## config.mk

```make
export PLATFORM = sky130hd
export DESIGN_NAME = axi_mux
export DESIGN_NICKNAME = d
export VERILOG_FILES = /design/src/rtl/axi_mux_pkg.sv /design/src/rtl/axi_rr_arbiter.sv /design/src/rtl/axi_mux.sv
export SDC_FILE = /design/constraint.sdc
export NUM_CORES = 1
export LEC_CHECK = 0
export CAP_MARGIN = 20
export CELL_PAD_IN_SITES_DETAIL_PLACEMENT = 1
export CELL_PAD_IN_SITES_GLOBAL_PLACEMENT = 1
export CORE_AREA = 2 2 211 213
export CTS_CLUSTER_SIZE = 24
export DETAILED_ROUTE_END_ITERATION = 8
export DIE_AREA = 0 0 213 215
export GPL_ROUTABILITY_DRIVEN = 1
export PLACE_DENSITY_LB_ADDON = 0.1
export SLEW_MARGIN = 40
export SYNTH_ARGS = -nofsm -noshare
export SYNTH_HDL_FRONTEND = slang
export SYNTH_SLANG_ARGS = --single-unit
```

## constraint.sdc

```tcl
create_clock -name ACLK -period 3.8 [get_ports ACLK]
set_input_delay 0.95 -clock ACLK [delete_from_list [all_inputs] [get_ports ACLK]]
set_output_delay 0.95 -clock ACLK [all_outputs]
set_load 0.05 [all_outputs]
```

## src/rtl/axi_mux_pkg.sv

```systemverilog
// axi_mux shared types: AXI4 channel bundles and bus widths.
// Imported by axi_mux and the testbench.
package axi_mux_pkg;

  localparam int ID_W   = 2;
  localparam int ADDR_W = 32;
  localparam int DATA_W = 32;

  typedef struct packed {
    logic [ID_W-1:0]   id;
    logic [ADDR_W-1:0] addr;
    logic [7:0]        len;
    logic [2:0]        size;
    logic [1:0]        burst;
  } axi_ax_t;

  typedef struct packed {
    logic [DATA_W-1:0]   data;
    logic [DATA_W/8-1:0] strb;
    logic                last;
  } axi_w_t;

  typedef struct packed {
    logic [ID_W-1:0] id;
    logic [1:0]      resp;
  } axi_b_t;

  typedef struct packed {
    logic [ID_W-1:0]   id;
    logic [DATA_W-1:0] data;
    logic [1:0]        resp;
    logic              last;
  } axi_r_t;

  typedef struct packed {
    axi_ax_t aw;
    logic    awvalid;
    axi_w_t  w;
    logic    wvalid;
    logic    bready;
    axi_ax_t ar;
    logic    arvalid;
    logic    rready;
  } axi_mosi_t;

  typedef struct packed {
    logic   awready;
    logic   wready;
    axi_b_t b;
    logic   bvalid;
    logic   arready;
    axi_r_t r;
    logic   rvalid;
  } axi_miso_t;

endpackage

```

## src/rtl/axi_rr_arbiter.sv

```systemverilog
// Round-robin arbiter with offer lock: a granted-but-unaccepted
// request keeps the grant until advance_i.
module axi_rr_arbiter #(
  parameter int N = 2
) (
  input  logic                 clk_i,
  input  logic                 rst_ni,
  input  logic [N-1:0]         req_i,
  input  logic                 hold_i,
  input  logic                 advance_i,
  output logic [$clog2(N)-1:0] gnt_o,
  output logic                 valid_o
);

  localparam int IW = $clog2(N);

  logic [IW-1:0] ptr_q, ptr_d;
  logic [IW-1:0] lock_idx_q, lock_idx_d;
  logic          lock_q, lock_d;
  logic [IW-1:0] rr_idx, cand;
  logic          rr_vld;

  // Scan from the far end so the nearest index after ptr wins last.
  always_comb begin
    rr_idx = '0;
    rr_vld = 1'b0;
    cand   = '0;
    for (int i = N; i >= 1; i--) begin
      cand = IW'((int'(ptr_q) + i) % N);
      if (req_i[cand]) begin
        rr_idx = cand;
        rr_vld = 1'b1;
      end
    end
  end

  assign gnt_o   = lock_q ? lock_idx_q : rr_idx;
  assign valid_o = lock_q ? req_i[lock_idx_q] : rr_vld;

  always_comb begin
    ptr_d      = ptr_q;
    lock_d     = lock_q;
    lock_idx_d = lock_idx_q;
    if (advance_i) begin
      ptr_d  = gnt_o;
      lock_d = 1'b0;
    end else if (hold_i) begin
      lock_d     = 1'b1;
      lock_idx_d = gnt_o;
    end
  end

  always_ff @(posedge clk_i or negedge rst_ni) begin
    if (!rst_ni) begin
      ptr_q      <= IW'(N - 1);
      lock_q     <= 1'b0;
      lock_idx_q <= '0;
    end else begin
      ptr_q      <= ptr_d;
      lock_q     <= lock_d;
      lock_idx_q <= lock_idx_d;
    end
  end

endmodule

```

## src/rtl/axi_mux.sv

```systemverilog
// AXI4 N-to-1 mux: round-robin AW/AR, burst-locked W, ID-routed B/R.
// AXI_MUX_PMU_EN adds per-input saturating grant counters.
module axi_mux
  import axi_mux_pkg::*;
#(
  parameter int INPUT_NUM = 2,
  parameter int ID_ROUTING [2**ID_W] = '{0, 0, 0, 0}
) (
  input  logic      ACLK,
  input  logic      ARESETn,
  input  axi_mosi_t s_axi_i [INPUT_NUM],
  output axi_miso_t s_axi_o [INPUT_NUM],
  output axi_mosi_t m_axi_o,
`ifdef AXI_MUX_PMU_EN
  output logic [INPUT_NUM-1:0][31:0] pmu_grant_cnt_o,
`endif
  input  axi_miso_t m_axi_i
);

  localparam int IW = $clog2(INPUT_NUM);
  localparam logic [0:0] W_IDLE = 1'b0;
  localparam logic [0:0] W_DATA = 1'b1;

  logic [0:0]           w_state_q, w_state_d;
  logic [IW-1:0]        w_sel_q, w_sel_d;
  logic [INPUT_NUM-1:0] aw_req, ar_req;
  logic [IW-1:0]        aw_gnt, ar_gnt;
  logic                 aw_vld, ar_vld;
  logic                 w_idle, m_awvalid;
  logic                 aw_hs, ar_hs, w_hs;
  logic                 b_ok, r_ok;
  logic [IW-1:0]        b_idx, r_idx;

  always_comb begin
    aw_req = '0;
    ar_req = '0;
    for (int k = 0; k < INPUT_NUM; k++) begin
      aw_req[k] = s_axi_i[k].awvalid;
      ar_req[k] = s_axi_i[k].arvalid;
    end
  end

  assign w_idle    = w_state_q == W_IDLE;
  assign m_awvalid = aw_vld & w_idle;
  assign aw_hs     = m_awvalid & m_axi_i.awready;
  assign ar_hs     = ar_vld & m_axi_i.arready;
  assign w_hs      = ~w_idle & s_axi_i[w_sel_q].wvalid
                   & m_axi_i.wready;

  assign b_ok  = ID_ROUTING[m_axi_i.b.id] < INPUT_NUM;
  assign r_ok  = ID_ROUTING[m_axi_i.r.id] < INPUT_NUM;
  assign b_idx = IW'(ID_ROUTING[m_axi_i.b.id]);
  assign r_idx = IW'(ID_ROUTING[m_axi_i.r.id]);

  axi_rr_arbiter #(.N(INPUT_NUM)) u_aw_arb (
    .clk_i    (ACLK),
    .rst_ni   (ARESETn),
    .req_i    (aw_req),
    .hold_i   (m_awvalid & ~m_axi_i.awready),
    .advance_i(aw_hs),
    .gnt_o    (aw_gnt),
    .valid_o  (aw_vld)
  );

  axi_rr_arbiter #(.N(INPUT_NUM)) u_ar_arb (
    .clk_i    (ACLK),
    .rst_ni   (ARESETn),
    .req_i    (ar_req),
    .hold_i   (ar_vld & ~m_axi_i.arready),
    .advance_i(ar_hs),
    .gnt_o    (ar_gnt),
    .valid_o  (ar_vld)
  );

  // Every VALID/READY is forced low while reset is asserted.
  always_comb begin
    m_axi_o = '0;
    for (int k = 0; k < INPUT_NUM; k++) begin
      s_axi_o[k]   = '0;
      s_axi_o[k].b = m_axi_i.b;
      s_axi_o[k].r = m_axi_i.r;
    end
    if (ARESETn) begin
      if (m_awvalid) begin
        m_axi_o.aw              = s_axi_i[aw_gnt].aw;
        m_axi_o.awvalid         = 1'b1;
        s_axi_o[aw_gnt].awready = m_axi_i.awready;
      end
      if (!w_idle) begin
        m_axi_o.w               = s_axi_i[w_sel_q].w;
        m_axi_o.wvalid          = s_axi_i[w_sel_q].wvalid;
        s_axi_o[w_sel_q].wready = m_axi_i.wready;
      end
      if (ar_vld) begin
        m_axi_o.ar              = s_axi_i[ar_gnt].ar;
        m_axi_o.arvalid         = 1'b1;
        s_axi_o[ar_gnt].arready = m_axi_i.arready;
      end
      if (b_ok) begin
        s_axi_o[b_idx].bvalid = m_axi_i.bvalid;
        m_axi_o.bready        = s_axi_i[b_idx].bready;
      end else begin
        m_axi_o.bready = 1'b1;
      end
      if (r_ok) begin
        s_axi_o[r_idx].rvalid = m_axi_i.rvalid;
        m_axi_o.rready        = s_axi_i[r_idx].rready;
      end else begin
        m_axi_o.rready = 1'b1;
      end
    end
  end

  always_comb begin
    w_state_d = w_state_q;
    w_sel_d   = w_sel_q;
    unique case (1'b1)
      w_idle: begin
        if (aw_hs) begin
          w_state_d = W_DATA;
          w_sel_d   = aw_gnt;
        end
      end
      !w_idle: begin
        if (w_hs && s_axi_i[w_sel_q].w.last) w_state_d = W_IDLE;
      end
    endcase
  end

  always_ff @(posedge ACLK or negedge ARESETn) begin
    if (!ARESETn) begin
      w_state_q <= W_IDLE;
      w_sel_q   <= '0;
    end else begin
      w_state_q <= w_state_d;
      w_sel_q   <= w_sel_d;
    end
  end

`ifdef AXI_MUX_PMU_EN
  logic [INPUT_NUM-1:0][31:0] cnt_q, cnt_d;
  logic [INPUT_NUM-1:0][32:0] cnt_sum;

  always_comb begin
    cnt_d   = cnt_q;
    cnt_sum = '0;
    for (int k = 0; k < INPUT_NUM; k++) begin
      cnt_sum[k] = {1'b0, cnt_q[k]}
                 + 33'(aw_hs && aw_gnt == IW'(k))
                 + 33'(ar_hs && ar_gnt == IW'(k));
      cnt_d[k]   = cnt_sum[k][32] ? '1 : cnt_sum[k][31:0];
    end
  end

  always_ff @(posedge ACLK or negedge ARESETn) begin
    if (!ARESETn) cnt_q <= '0;
    else          cnt_q <= cnt_d;
  end

  assign pmu_grant_cnt_o = cnt_q;
`endif

endmodule

```

Yosys cells after proc, flatten, opt, wreduce, memory -nomap -nowiden
Index checks and enable logic that the tools add are counted.
{"block": "classes", "order_cmp": 20, "addsub": 4, "bitwise_logic": 19, "mux": 83, "n_reduce_logical": 11}
{"operator": "92-bit two-way mux", "n": 10}
{"operator": "136-bit two-way mux", "n": 4}
{"operator": "92-bit bitwise mux", "n": 5}
{"operator": "88-bit two-way mux", "n": 3}
{"operator": "46-bit demux with 1-bit select", "n": 5}
{"operator": "50-bit two-way mux", "n": 3}
{"operator": "49-bit two-way mux", "n": 3}
{"operator": "32-bit binary-select mux with 2-bit select", "n": 2}
{"operator": "32-bit two-way mux", "n": 4}
{"operator": "48-bit two-way mux", "n": 2}
{"operator": "32-bit by 3-bit < comparator with 1-bit output, second input constant", "n": 2}
{"operator": "46-bit two-way mux", "n": 1}
{"operator": "45-bit two-way mux", "n": 1}
{"operator": "40-bit two-way mux", "n": 1}
{"operator": "39-bit two-way mux", "n": 1}
{"operator": "38-bit two-way mux", "n": 1}
{"operator": "1-bit two-way mux", "n": 36}
{"operator": "1-bit by 2-bit < comparator with 1-bit output, second input constant", "n": 6}
{"operator": "2-bit >= comparator, second input constant", "n": 5}
{"operator": "2-bit by 1-bit < comparator with 1-bit output, second input constant", "n": 5}
{"operator": "1-bit inverter with 2-bit output", "n": 5}
{"operator": "1-bit bitwise AND", "n": 7}
{"operator": "3-bit >= comparator, second input constant", "n": 2}
{"operator": "1-bit logical AND", "n": 6}
{"operator": "6 further kinds", "n": 17}
{"block": "totals", "out_inout_bits": 228, "register_bits": 8}

Logic depth before layout (Yosys ltp)
Gate-level depths: netlist of run 1.
{"block": "logic_depth", "word_depth": 26, "ltp_mapped": 6}

Cells and area by module
A second synthesis of run 1 with hierarchy kept.
{"block": "hier_totals", "cells_unflattened": 443, "hier_area_um2": 3135.5}
{"mod": "axi_mux", "cells_each": 407, "seq_area_each_um2": 50.0, "area_each_um2": 2827.7, "instances": 1}
{"mod": "axi_rr_arbiter", "cells_each": 18, "seq_area_each_um2": 76.3, "area_each_um2": 153.9, "instances": 2}

Worst setup path before layout of run 1
OpenSTA, ideal clock, no wires.
{"block": "synth_path", "kind": "input -> output", "start": "input s_axi_i[88] (netlist name)", "end": "output s_axi_o[45] (netlist name)", "setup_slack_ps": 78, "n_path_buf": 1, "stages": 5, "required_time_ps": 2850, "arrival_ps": 2772, "path_cell_list": "mux2i_1 a211oi_4 nand2_2 buf_2 nor3_1"}
{"item": "from (decl)", "line_no": "axi_mux.sv:11", "rtl": "input axi_mosi_t s_axi_i [INPUT_NUM],"}
{"item": "to (decl)", "line_no": "axi_mux.sv:12", "rtl": "output axi_miso_t s_axi_o [INPUT_NUM],"}

==> results.py, run 1 <==
metrics = {
    "timing": {
        "min_period_ps": 3660,
        "worst_pin_slew_ps": 505,
        "skew_ps": 1.93,
        "setup-violations-final": 0,
        "hold_violations": 0,
        "rsz0062_at_grt": "yes",
        "max_freq_mhz": 274,
        "slew_headroom_pct": 66.3,
        "slew_viol_final": 0,
        "period_share_pct": 96.2,
    },
    "pwr": {
        "leakagePower_uw": 0.00381,
        "power_uw": 4250,
        "peakVddDrop_uv": 153,
        "power.share.clock_pct": 4.6,
        "intPower_uw": 2160,
        "power_density_nw_per_um2": 465,
        "combPwrFrac_pct": 89.3,
        "p_sw_share_pct": 49.2,
        "p_switching_uw": 2090,
        "p_seq_share_pct": 6.0,
    },
    "setup_path": {
        "crit_type": "input pin to primary output",
        "path_max_fanout": 9,
        "arrival_ps": 2710,
        "cp.required_ps": 2850,
        "critPathLaunchType": "input pin",
        "end_kind": "primary output",
    },
    "clock_tree": {
        "clock-sinks": 8,
        "numCtsBuffers": 3,
        "htree_num_levels": 1,
        "clkTransAtPathRegs_ps": 50,
        "cts_tree": "yes",
        "ctsRootBufferMaster": "clkbuf_16",
        "cts.path.max_buffers": 2,
        "cts_setup_buffers": 0,
        "clk_latency_ps": 240,
    },
    "floorplanning": {
        "dieArea_sq_um": 45800,
        "die_y_um": 215,
        "core_sq_um": 43600,
        "rows": 77,
        "dieWidth_um": 213,
        "initial_core_util_pct": 7.10,
        "io-pin-count": 548,
    },
    "grt": {
        "grt_pass1_vias": 4531,
        "top_usage_layer": "met2",
        "grt_max_degree": 39,
        "grt_usage_pct": 9.01,
        "antenna_found_initial": 2,
        "gr-total-overflow": 0,
        "gr-usage-met3_pct": 2.86,
        "grt.met1_usage_pct": 8.82,
        "grt_pass1_wl_um": 30800,
        "gr-usage-met2_pct": 17.9,
    },
    "cells_and_area": {
        "diodes": 0,
        "fin_util_pct": 20.9,
        "final_common_cell": "clkdlybuf4s50_1",
        "drive_gt1_share_pct": 24.0,
        "final_cell_mix": "276 x clkdlybuf4s50_1, 154 x buf_12, 134 x mux2i_1",
        "layout.nets": 1092,
        "syn_to_final_growth_pct": 195,
    },
    "yosys": {
        "synthTopCellsByArea": "mux2i_1 44%, buf_4 21%, nor2_1 16%",
        "synth_cells": 434,
        "ys_types": 29,
        "synth_area_sq_um": 3100,
        "ys_seq_area_share_pct": 6.54,
        "synth.avg_cell_area_sq_um": 7.14,
        "synth_top_area_cell": "mux2i_1",
        "synth-seq-cells": 8,
        "synth_top_area_share_pct": 43.6,
        "yosysWarningCount": 0,
    },
    "route": {
        "wl_per_cell_um": 16.2,
        "vias": 4224,
        "drc": 0,
        "routed_wl_um": 22000,
        "detail-route-antenna-nets": 0,
        "first_pass_iters": 4,
        "drt_iter0_drc": 105,
        "avgViaCountPerCell": 3.10,
    },
    "place": {
        "hpwlAfterDp_um": 19300,
        "gp_congestion": 0.696,
        "portBuffers": 420,
    },
    "run": {
        "drv_cap": 0,
    },
    "worst_hold_path": {
        "worstHoldPathType": "flip-flop to flip-flop",
    },
    "outcome": {
        "outcome": "finished, final reports clean",
    },
}
## path summary, 6_finish.rpt
kind	start	to	slack, ps	cells after the start
hold / removal	u_aw_arb.ptr_q	u_aw_arb.ptr_q	530	2
max in group asynchronous	ARESETn	u_aw_arb.ptr_q	2530	2
min in group asynchronous	ARESETn	u_ar_arb.lock_q	1050	2
setup / recovery	s_axi_i[1]	m_axi_o[34]	140	8
hold reg to reg	u_aw_arb.ptr_q	u_aw_arb.ptr_q	530	2
setup reg to reg	u_aw_arb.lock_idx_q	w_sel_q	2300	5
## synth_stat cells (all sizes together)
library cell and number:
a31oi 4, nand3b 1, dfstp 2, a21oi 4, nor2b 1, and3 3
nand2b 1, a22oi 1, a21boi 1, nand2 7, clkbuf 10, mux2i 136
inv 5, conb 1, and2 4, o21a 1, nor2 135, dfrtp 6
buf 103, a32o 1, o21ai 2, nor3 3, a211oi 1, nor3b 1
## power by group through the flow
| stage | clock [uW] | sequential [uW] | combinational (uW) |
|---|---|---|---|
| 3_3_place_gp | 0 | 262 | 3880 |
| 4_1_cts | 211 | 262 | 3870 |
| 2_1_floorplan | 0 | 161 | 2240 |
| 6_report | 197 | 255 | 3800 |
| 5_1_grt | 214 | 273 | 4000 |
| 3_5_place_dp | 0 | 262 | 3860 |
## sequential cells by signal, indices dropped and copies added, names as in the netlist
register             cells
u_ar_arb.lock_q          1
u_ar_arb.lock_idx_q      1
w_sel_q                  1
w_state_q                1
u_aw_arb.lock_q          1
u_aw_arb.lock_idx_q      1
u_aw_arb.ptr_q           1
u_ar_arb.ptr_q           1
## cell type report
class	instances	area [sq um]
clock buffer	4	78.8
fill	5041	34500
inverter	5	18.8
multi-input combinational	309	2140
sequential	8	206
tap	592	741
timing repair buffer	445	5960
## critical path: stages
cell             delay [ps]
clkdlybuf4s50_1         480
nor2b_1                 170
a22oi_2                 210
buf_4                   290
buf_12                  160
mux2i_1                 190
nor2_1                   90
buf_12                  150
## stage by stage
| step | setup TNS [ps] | cells | worst slack, ps | area, sq um | hold WS, ps |
|---|---|---|---|---|---|
| 2_1_floorplan | 0 | 435 | 78.1 | 3100 | 495 |
| 3_3_place_gp | 0 | 1359 | 90.8 | 9040 | 523 |
| 3_5_place_dp | 0 | 1359 | 81.4 | 9040 | 526 |
| 4_1_cts | 0 | 1363 | 76.4 | 9120 | 539 |
| 5_1_grt | -32.0 | 1363 | -28.5 | 9140 | 547 |
| 6_report | 0 | 1363 | 144 | 9140 | 533 |
## layer usage
layer / part of all wire, % / up-vias / wire (um)
li1: - / 2029 / -
met1: 33 / 1892 / 7370
met2: 53 / 262 / 11700
met3: 11 / 39 / 2530
met4: 2.0 / 2 / 438
met5: 0.059 / - / 13
## repair_timing
action / CTS / global route
setup endpoints to repair: 0 / 7
gates resized for setup: 0 / 8
hold buffers: 0 / 0
## kinds of logic after synthesis
logic type,after synthesis,synth area share [%]
AO/OA/AOI/OAI,15,3.47
AND/OR/NAND/NOR,156,20.1
multiplexers,136,44.1
buffers and inverters,118,25.7
flip-flops,8,6.54
other,1,0.121
No activity file was read; power rests on OpenSTA's default activity.
==> run 2: changes to the inputs <==
Settings changed: CTS_BUF_LIST set to sky130_fd_sc_hd__clkbuf_8, CTS_CLUSTER_SIZE 24 to not set.
==> results.py, run 2 (synthesis results as in run 1) <==
metrics = {
    "grt": {
        "grt_pass1_wl_um": 30800,
        "antenna_found_initial": 2,
        "grt_usage_pct": 9.01,
        "grt_max_degree": 39,
        "grt_pass1_vias": 4531,
        "gr-total-overflow": 0,
    },
    "setup_path": {
        "cp_cell_sequence": "clkdlybuf4s50_1, nor2b_1, a22oi_2, buf_4, buf_12, mux2i_1, nor2_1, buf_12",
        "critPathLaunchType": "input pin",
        "cp.required_ps": 2850,
        "end_kind": "primary output",
        "arrival_ps": 2710,
        "path_common_cell": "buf_12",
        "crit_type": "input pin to primary output",
        "max_stage_delay_ps": 480,
        "cp_slowest_cell": "clkdlybuf4s50_1",
        "path_max_fanout": 9,
    },
    "place": {
        "dpl_cell_area_sq_um": 9040,
        "hpwlAfterDp_um": 19300,
        "portBuffers": 420,
        "place_ws_ps": 81.4,
        "placed_cells": 1359,
        "gp_congestion": 0.696,
    },
    "timing": {
        "slew_headroom_pct": 66.3,
        "max_freq_mhz": 274,
        "skew_ps": 0.609,
        "hold_violations": 0,
        "period_share_pct": 96.2,
        "slew_viol_final": 0,
        "fin_ws_ps": 144,
        "worst_pin_slew_ps": 505,
        "min_period_ps": 3660,
        "rsz0062_at_grt": "yes",
        "setup-violations-final": 0,
    },
    "cells_and_area": {
        "final_common_cell": "clkdlybuf4s50_1",
        "drive_gt1_share_pct": 24.0,
        "design_area_sq_um": 9110,
        "syn_to_final_growth_pct": 194,
        "diodes": 0,
        "layout.area.seq_sq_um": 206,
        "final_cell_mix": "276 x clkdlybuf4s50_1, 154 x buf_12, 134 x mux2i_1",
        "layout.nets": 1092,
        "multi_input_area_sq_um": 2140,
        "instances_no_fill": 1363,
        "n_fill_cell": 5042,
        "fin_util_pct": 20.9,
    },
    "route": {
        "drc": 0,
        "avgViaCountPerCell": 3.10,
        "first_pass_iters": 4,
        "detail-route-antenna-nets": 0,
        "routed_wl_um": 22000,
        "drt_iter0_drc": 105,
        "wl_per_cell_um": 16.2,
        "vias": 4221,
    },
    "floorplanning": {
        "initial_core_util_pct": 7.10,
        "dieWidth_um": 213,
        "core_sq_um": 43600,
        "io-pin-count": 548,
        "dieArea_sq_um": 45800,
        "rows": 77,
        "die_y_um": 215,
    },
    "clock_tree": {
        "clkTransAtPathRegs_ps": 60,
        "cts.path.max_buffers": 2,
        "cts_setup_buffers": 0,
        "ctsRootBufferMaster": "clkbuf_8",
        "clk_latency_ps": 240,
        "htree_num_levels": 1,
        "clock-sinks": 8,
        "numCtsBuffers": 3,
        "cts_tree": "yes",
    },
    "worst_hold_path": {
        "worstHoldPathType": "flip-flop to flip-flop",
    },
    "pwr": {
        "peakVddDrop_uv": 153,
        "leakagePower_uw": 0.00380,
        "power_density_nw_per_um2": 458,
    },
    "outcome": {
        "outcome": "finished, final reports clean",
    },
    "run": {
        "drv_cap": 0,
    },
}
[run 2: per-stage QoR]
step | TNS, ps | power, uW | hold WS [ps]
3_5_place_dp | 0 | 4120 | 526
4_1_cts | 0 | 4270 | 541
6_report | 0 | 4170 | 535
2_1_floorplan | 0 | 2400 | 495
5_1_grt | -32.0 | 4410 | 549
3_3_place_gp | 0 | 4140 | 523
[run 2: final timing paths]
kind	depth (start not counted)	slack, ps	from	end
setup reg to reg	5	2300	u_aw_arb.lock_idx_q	w_sel_q
min in group asynchronous	2	1050	ARESETn	u_ar_arb.lock_q
setup / recovery	8	140	s_axi_i[1]	m_axi_o[34]
hold / removal	2	530	u_aw_arb.ptr_q	u_aw_arb.ptr_q
hold reg to reg	2	530	u_aw_arb.ptr_q	u_aw_arb.ptr_q
max in group asynchronous	2	2540	ARESETn	u_aw_arb.ptr_q
[run 2: cell type report]
cell class	count	share of cell area, %
Timing Repair Buffer	445	65.4
Multi-Input combinational cell	309	23.5
Tap cell	592	8.13
Sequential cell	8	2.27
Clock buffer	3	0.453
Inverter	5	0.206
Clock inverter	1	0.0412
[run 2: power by group]
| group | switching, uW | leakage (uW) | internal [uW] |
|---|---|---|---|
| combinational | 1910 | 0.00368 | 1880 |
| sequential | 121 | 0.0000884 | 134 |
| clock | 50.5 | 0.0000269 | 71.3 |
| total | 2080 | 0.00380 | 2090 |
[run 2: metal layers]
| layer | track usage [%] | routed length, um |
|---|---|---|
| met5 | 0 | 13 |
| met4 | 2.26 | 438 |
| met3 | 2.86 | 2530 |
| met2 | 17.9 | 11700 |
| met1 | 8.82 | 7370 |
[run 2: what timing repair did]
| item | 4_1_cts | 5_1_grt |
|---|---|---|
| setup endpoints to repair | 0 | 7 |
| hold buffers | 0 | 0 |
| gates resized for setup | 0 | 8 |
[run 2: worst max-delay path, delay by kind of cell]
| kind | cells | cell delay [ps] |
|---|---|---|
| compound gates | 1 | 210 |
| buf+inv | 4 | 1080 |
| mux | 1 | 190 |
| simple gates | 2 | 260 |
==> run 3: changes to the inputs <==
Settings changed: CORE_AREA 2 2 211 213 to 5 5 208 210.
==> results.py, run 3 (synthesis results as in run 1) <==
metrics = {
    "clock_tree": {
        "clock-sinks": 8,
        "ctsRootBufferMaster": "clkbuf_8",
        "clk_latency_ps": 240,
        "numCtsBuffers": 3,
        "cts_tree": "yes",
        "htree_num_levels": 1,
        "hold_buffers": 0,
        "cts.path.max_buffers": 2,
        "clkTransAtPathRegs_ps": 50,
    },
    "cells_and_area": {
        "final_cell_mix": "276 x clkdlybuf4s50_1, 154 x buf_12, 135 x nor2_1",
        "drive_gt1_share_pct": 23.7,
        "layout.area.seq_sq_um": 204,
        "n_fill_cell": 4775,
        "multi_input_area_sq_um": 2120,
        "layout.nets": 1096,
        "syn_to_final_growth_pct": 192,
        "final_common_cell": "clkdlybuf4s50_1",
    },
    "floorplanning": {
        "dieWidth_um": 213,
        "io-pin-count": 548,
        "rows": 75,
        "die_y_um": 215,
        "dieArea_sq_um": 45800,
        "core_sq_um": 41400,
        "initial_core_util_pct": 7.49,
    },
    "timing": {
        "min_period_ps": 3620,
        "rsz0062_at_grt": "no",
        "setup-violations-final": 0,
        "skew_ps": 9.19,
        "period_share_pct": 95.4,
        "fin_ws_ps": 175,
        "worst_pin_slew_ps": 618,
        "slew_headroom_pct": 58.8,
        "slew_viol_final": 0,
        "setup-tns-final_ps": 0,
        "hold_violations": 0,
        "max_freq_mhz": 276,
    },
    "setup_path": {
        "critPathLaunchType": "input pin",
        "arrival_ps": 2670,
        "path_max_fanout": 16,
        "end_kind": "primary output",
        "cp_slowest_cell": "clkdlybuf4s50_1",
        "cp_cell_sequence": "clkdlybuf4s50_1, nand2_1, a22oi_2, buf_12, buf_12, mux2i_2, nor2_1, buf_12",
        "path_common_cell": "buf_12",
        "crit_type": "input pin to primary output",
        "crit_buf_inv": 4,
        "max_stage_delay_ps": 560,
        "critPathTopFamily": "buffers and inverters",
        "cp.required_ps": 2850,
    },
    "route": {
        "drt_iter0_drc": 70,
        "routed_wl_um": 21600,
        "avgViaCountPerCell": 3.24,
        "vias": 4264,
        "drc": 0,
        "wl_per_cell_um": 16.4,
        "first_pass_iters": 4,
        "detail-route-antenna-nets": 0,
    },
    "pwr": {
        "power_uw": 4150,
        "power_density_nw_per_um2": 458,
        "leakagePower_uw": 0.00381,
        "peakVddDrop_uv": 340,
    },
    "grt": {
        "grt_usage_pct": 8.87,
        "gr-total-overflow": 0,
        "antenna_found_initial": 1,
        "grt_pass1_vias": 4809,
        "grt_pass1_wl_um": 31200,
        "grt_max_degree": 37,
    },
    "outcome": {
        "outcome": "finished, final reports clean",
    },
    "place": {
        "place_ws_ps": 54.3,
        "hpwlAfterDp_um": 19300,
        "portBuffers": 420,
        "gp_congestion": 0.691,
    },
    "worst_hold_path": {
        "worstHoldPathType": "flip-flop to flip-flop",
    },
    "run": {
        "drv_cap": 0,
    },
}
## run 3: per-stage QoR
stage               hold slack (ps)  std cells  util (%)  instance area [sq um]
finish                          539       1315      21.9                   9050
global route                    578       1315      21.9                   9050
CTS                             542       1314      21.9                   9050
detailed placement              528       1310      21.8                   9000
global placement                521       1310      21.8                   9000
floorplan                       495        435         -                   3100
## run 3: final timing paths
path                                     start              end  slack, ps  cells past startpoint
worst max-delay path              s_axi_i[137]      m_axi_o[22]        180                      8
worst min-delay path            u_aw_arb.ptr_q   u_aw_arb.ptr_q        540                      2
worst max register to register         w_sel_q        w_state_q       2060                      5
worst min register to register  u_aw_arb.ptr_q   u_aw_arb.ptr_q        540                      2
max in group asynchronous              ARESETn   u_ar_arb.ptr_q       2380                      3
min in group asynchronous              ARESETn  u_aw_arb.lock_q       1040                      2
## run 3: area by class of cell
cell class                      count  share of cell area [%]
Multi-Input combinational cell    309                    23.4
Inverter                            5                   0.207
Sequential cell                     8                    2.25
Antenna cell                        1                  0.0276
Clock inverter                      1                  0.0415
Tap cell                          539                    7.45
Clock buffer                        3                   0.456
Timing Repair Buffer              449                    66.2
## run 3: power by group
part	total (uW)	leakage (uW)	internal (uW)	switching (uW)
Clock	116	0.0000269	70.9	45.1
Sequential	232	0.0000883	131	101
Combinational	3800	0.00369	1890	1910
## run 3: routing by layer
metal	track usage, %	share of wire [%]	up-vias
met1	9.24	35	1919
met3	3.85	11	26
met4	2.20	2.0	0
met5	0	0	-
met2	16.2	51	275
li1	-	-	2044
## run 3: what timing repair did
item | 4_1_cts | 5_1_grt
resized for setup | 0 | 2
setup endpoints to repair | 0 | 24
buffers inserted | 0 | 0
hold endpoints to repair | 0 | 0
## run 3: worst min-delay path: stages, from the launching register on
cell and delay (ps):
dfstp_2 370, a21oi_1 110, a31oi_1 50
